## src/rtl/ram_wr_sequencer_pkg.sv

```systemverilog
// Shared widths and state encoding for the 8x3 RAM write-side sequencer.
// Read-side logic imports the same widths so both ends agree on the RAM shape.
package ram_wr_sequencer_pkg;

   localparam int RWS_DATA_W = 3;
   localparam int RWS_ADDR_W = 3;
   localparam int RWS_DEPTH  = 8;

   typedef logic [2:0] rws_state_t;

   localparam rws_state_t ST_IDLE   = 3'd0;
   localparam rws_state_t ST_FILL   = 3'd1;
   localparam rws_state_t ST_CLEAR  = 3'd2;
   localparam rws_state_t ST_DONE_F = 3'd3;
   localparam rws_state_t ST_DONE_C = 3'd4;

endpackage

```

## src/rtl/ram_wr_sequencer.sv

```systemverilog
// Write-side front end for the 8x3 dual-port RAM.
// Loads one frame of DEPTH words from a valid/ready stream into addresses
// 0..DEPTH-1, or zero-fills the whole RAM one address per cycle.
//
// Ports:
//   clk, rst_n        write clock (RAM clk_wr) and synchronous active-low reset
//   start, clear_req  frame fill / zero sweep requests
//   in_valid, in_data upstream stream; in_ready is the handshake reply
//   wr_en, ram_add,   registered RAM write port
//   data_in
//   busy              FILL or CLEAR in progress
//   frame_done,       one-cycle pulses, aligned with the final RAM write
//   clear_done
//   fill_count        words accepted in the current/last frame, 0..DEPTH
//
// state   | meaning
// --------+----------------------------------------------------------
// IDLE    | waiting for clear_req (priority) or start
// FILL    | accepting stream words, one RAM write per transfer
// CLEAR   | writing zero to ptr each cycle, ascending
// DONE_F  | last frame word on the RAM port, frame_done pulse
// DONE_C  | last zero on the RAM port, clear_done pulse
module ram_wr_sequencer
   import ram_wr_sequencer_pkg::*;
#(
   parameter int DATA_W = RWS_DATA_W,
   parameter int ADDR_W = RWS_ADDR_W,
   parameter int DEPTH  = RWS_DEPTH
) (
   input  logic              clk,
   input  logic              rst_n,
   input  logic              start,
   input  logic              clear_req,
   input  logic              in_valid,
   input  logic [DATA_W-1:0] in_data,
   output logic              in_ready,
   output logic              wr_en,
   output logic [ADDR_W-1:0] ram_add,
   output logic [DATA_W-1:0] data_in,
   output logic              busy,
   output logic              frame_done,
   output logic              clear_done,
   output logic [ADDR_W:0]   fill_count
);

   localparam logic [ADDR_W:0] LAST_PTR = (ADDR_W+1)'(DEPTH-1);
   localparam logic [ADDR_W:0] FULL_CNT = (ADDR_W+1)'(DEPTH);

   rws_state_t        state_q, state_d;
   logic [ADDR_W:0]   ptr_q, ptr_d;
   logic [ADDR_W:0]   fill_count_q, fill_count_d;
   logic              wr_en_q, wr_en_d;
   logic [ADDR_W-1:0] ram_add_q, ram_add_d;
   logic [DATA_W-1:0] data_in_q, data_in_d;
   logic              xfer;

   // rst_n gates in_ready so nothing is handshaken while reset is held,
   // even before the first reset edge has settled the state register.
   assign in_ready = (state_q == ST_FILL) & ~clear_req & rst_n;
   assign xfer     = in_valid & in_ready;

   always_comb begin
      state_d      = state_q;
      ptr_d        = ptr_q;
      fill_count_d = fill_count_q;
      wr_en_d      = 1'b0;
      ram_add_d    = ram_add_q;
      data_in_d    = data_in_q;
      case (state_q)
         ST_IDLE: begin
            if (clear_req) begin
               state_d      = ST_CLEAR;
               ptr_d        = '0;
               fill_count_d = '0;
            end else if (start) begin
               state_d      = ST_FILL;
               ptr_d        = '0;
               fill_count_d = '0;
            end
         end
         ST_FILL: begin
            if (clear_req) begin
               // abandon the partial frame; in_ready is already low this cycle
               state_d      = ST_CLEAR;
               ptr_d        = '0;
               fill_count_d = '0;
            end else if (xfer) begin
               wr_en_d   = 1'b1;
               ram_add_d = ptr_q[ADDR_W-1:0];
               data_in_d = in_data;
               ptr_d     = ptr_q + 1'b1;
               if (fill_count_q != FULL_CNT) fill_count_d = fill_count_q + 1'b1;
               if (ptr_q == LAST_PTR) state_d = ST_DONE_F;
            end
         end
         ST_CLEAR: begin
            wr_en_d   = 1'b1;
            ram_add_d = ptr_q[ADDR_W-1:0];
            data_in_d = '0;
            ptr_d     = ptr_q + 1'b1;
            if (ptr_q == LAST_PTR) state_d = ST_DONE_C;
         end
         ST_DONE_F,
         ST_DONE_C: state_d = ST_IDLE;
         default:   state_d = ST_IDLE;
      endcase
   end

   always_ff @(posedge clk) begin
      if (!rst_n) begin
         state_q      <= ST_IDLE;
         ptr_q        <= '0;
         fill_count_q <= '0;
         wr_en_q      <= 1'b0;
         ram_add_q    <= '0;
         data_in_q    <= '0;
      end else begin
         state_q      <= state_d;
         ptr_q        <= ptr_d;
         fill_count_q <= fill_count_d;
         wr_en_q      <= wr_en_d;
         ram_add_q    <= ram_add_d;
         data_in_q    <= data_in_d;
      end
   end

   assign wr_en      = wr_en_q;
   assign ram_add    = ram_add_q;
   assign data_in    = data_in_q;
   assign fill_count = fill_count_q;
   assign busy       = (state_q == ST_FILL) | (state_q == ST_CLEAR);
   assign frame_done = (state_q == ST_DONE_F);
   assign clear_done = (state_q == ST_DONE_C);

endmodule

```

## config.mk

```make
export PLATFORM = sky130hd
export DESIGN_NAME = ram_wr_sequencer
export DESIGN_NICKNAME = d
export VERILOG_FILES = /design/src/rtl/ram_wr_sequencer_pkg.sv /design/src/rtl/ram_wr_sequencer.sv
export SDC_FILE = /design/constraint.sdc
export NUM_CORES = 1
export LEC_CHECK = 0
export CAP_MARGIN = 10
export CORE_MARGIN = 2
export CORE_UTILIZATION = 35
export CTS_CLUSTER_SIZE = 10
export DETAILED_ROUTE_END_ITERATION = 10
export PLACE_DENSITY_LB_ADDON = 0.05
export SKIP_LAST_GASP = 1
export SYNTH_ARGS = -nofsm -noshare
export SYNTH_HDL_FRONTEND = slang
export SYNTH_SLANG_ARGS = --single-unit
```

## constraint.sdc

```tcl
create_clock -name clk -period 5.7 [get_ports clk]
set_input_delay 1.425 -clock clk [delete_from_list [all_inputs] [get_ports clk]]
set_output_delay 1.425 -clock clk [all_outputs]
set_load 0.05 [all_outputs]
```

==> flow_summary.json <==
{
  "status": "completed",
  "ios": 23,
  "grt_pass1_wl_mm": 3.62,
  "dr_total_vias": 878,
  "ant_nets": 0,
  "wl_per_cell_microns": 13.5,
  "cts-root-buf": "clkbuf_4",
  "core-area_sq_mm": 0.00252,
  "clkLatencyLatePin_ps": 290,
  "p_per_area_mw_per_mm2": 245,
  "p_int_uw": 199,
  "post-place-ws_ps": 836,
  "die_y_microns": 56.0,
  "synth_area_per_cell_sq_um": 8.52,
  "switchingPower_uw": 95.7,
  "die_w_microns": 56.0,
  "dpl-instance-area_sq_mm": 0.00117,
  "synth_cells": 111,
  "slew_headroom_pct": 46.8,
  "cts-htree-levels": 1,
  "clock-sinks": 18,
  "path_max_fanout": 13,
  "required_ps": 4280,
  "arrival_ps": 3450,
  "final_area_sq_mm": 0.00120,
  "finalPower_uw": 295,
  "fin_crit_sh_pct": 85.5,
  "fmax_mhz": 205,
  "hold_class": "flip-flop to flip-flop",
  "cts.hold.buffers_added": 0,
  "tightest_slew_ps": 787,
  "dp_hpwl_mm": 1.52,
  "final.setup.tns_ps": 0,
  "fin_nets": 142,
  "antenna_found_initial": 0,
  "power_leakage_uw": 0.000437,
  "fin_util_pct": 47.8,
  "wl_mm": 2.16,
  "cts_setup_buffers": 0,
  "syn_nets": 122,
  "timing.final.ws_setup_ps": 829,
  "final_common_cell": "clkdlybuf4s50_1",
  "p_clk_share_pct": 26.5,
  "synth-edff-count": 0,
  "p_comb_share_pct": 26.0,
  "seqPwrFrac_pct": 47.4,
  "end_kind": "output pin",
  "final_cell_mix": "22 x clkdlybuf4s50_1, 18 x dfxtp_1, 12 x o21ai_0",
  "netSwitchingFraction_pct": 32.5,
  "ys_async_sr_fraction_pct": 0,
  "drive_gt1_share_pct": 6.92,
  "cts_tree": "built",
  "rsz0062_at_grt": "false",
  "drtIter0Drc": 32,
  "synth-seq-cells": 18,
  "max_cap_violations": 0,
  "ys.flop_type": "dfxtp_1",
  "die_area_sq_mm": 0.00313,
  "dr.pass1.iters": 4,
  "placementRows": 18,
  "grt_max_degree": 15,
  "hold_viol_final": 0,
  "initial_utilization_pct": 37.5,
  "ys_warn_count": 0,
  "yosysSeqAreaShare_pct": 38.1,
  "area_growth_syn_to_layout_pct": 27.4,
  "num_antenna_cells": 0,
  "netlist-cell-type-count": 37,
  "gp_congestion": 0.748,
  "fin_skew_ps": 1.32,
  "clk_transition_reported_paths_ps": 100,
  "cts_resized": 0,
  "clock_path_buffers": 2,
  "gr-usage-all-layers_pct": 14.2,
  "finalCriticalPeriod_ps": 4870,
  "grt_pass1_vias": 815,
  "max-vdd-ir-drop_v": 0.000162,
  "slew_violations": 0,
  "portBuffers": 22,
  "grt_overflow": 0,
  "syn-cell-area_sq_um": 946,
  "setup_viol": 0,
  "drc": 0,
  "setup.worst_path.class": "primary input to output pin",
  "via_per_inst": 5.49,
  "crit_path_start_kind": "primary input",
  "cts_buffers": 3
}
[sequential cells by signal (all words and copies together) (netlist names)]
signal,cells
ram_add,3
fill_count,4
wr_en,1
data_in,3
ptr_q,4
state_q,3
[stage by stage]
stage / hold slack, ps / cells
2_1_floorplan: 452 / 111
3_3_place_gp: 469 / 156
3_5_place_dp: 474 / 156
4_1_cts: 491 / 160
5_1_grt: 510 / 160
6_report: 487 / 160
[final cells by class]
class | instances | area, sq um
fill | 261 | 1320
multi-input combinational | 82 | 536
sequential | 18 | 360
timing repair buffer | 22 | 220
tap | 30 | 37.5
clock buffer | 4 | 36.3
inverter | 4 | 15.0
[final timing paths]
check	end	cells past startpoint	slack, ps	from
min	data_in[2]	2	490	data_in[2]
max	in_ready	4	830	clear_req
max reg2reg	fill_count[3]	4	3400	state_q[0]
min reg2reg	data_in[2]	2	490	data_in[2]
[worst max-delay path: stages]
cell and delay (ps):
clkdlybuf4s50_1 480, or4b_4 610, nor2_1 120, clkdlybuf4s50_1 810
[power groups by stage]
stage | clock (uW) | combinational (uW) | sequential [uW]
6_report | 78.2 | 76.7 | 140
4_1_cts | 81.6 | 77.2 | 140
3_3_place_gp | 0 | 76.2 | 142
3_5_place_dp | 0 | 76.7 | 143
2_1_floorplan | 0 | 54.6 | 142
5_1_grt | 86.8 | 83.7 | 141
[cells in the mapped netlist (2+ instances only)]
library cell	count	area, sq um
o31ai_1	3	22.5
dfxtp_1	18	360
nand2b_1	3	18.8
clkbuf_1	5	18.8
inv_1	4	15.0
nor3b_1	2	15.0
o21ai_0	12	60.1
a21oi_1	11	55.1
mux2i_1	3	30.0
nand3_1	3	15.0
nor2_1	9	33.8
nand2_1	8	30.0
nand3b_1	2	15.0
ha_1	3	37.5
a21boi_0	2	15.0
or3_1	2	12.5
[per-layer routing]
metal | GRT usage [%] | up-vias | routed length [microns]
li1 | - | 442 | -
met4 | 5.10 | 0 | 31
met3 | 4.65 | 4 | 120
met1 | 18.7 | 411 | 994
met5 | 0 | - | 0
met2 | 21.7 | 21 | 1010
[kinds of logic after synthesis]
logic type      Yosys count  synth area share, %
xor+xnor                  1                0.926
fa+ha+maj                 3                 3.97
simple gates             38                 22.8
mux                       3                 3.17
compound gates           37                 25.8
flops                    18                 38.1
buf+inv                  11                 5.29
Note: power is estimated with default switching activity, not from simulation.
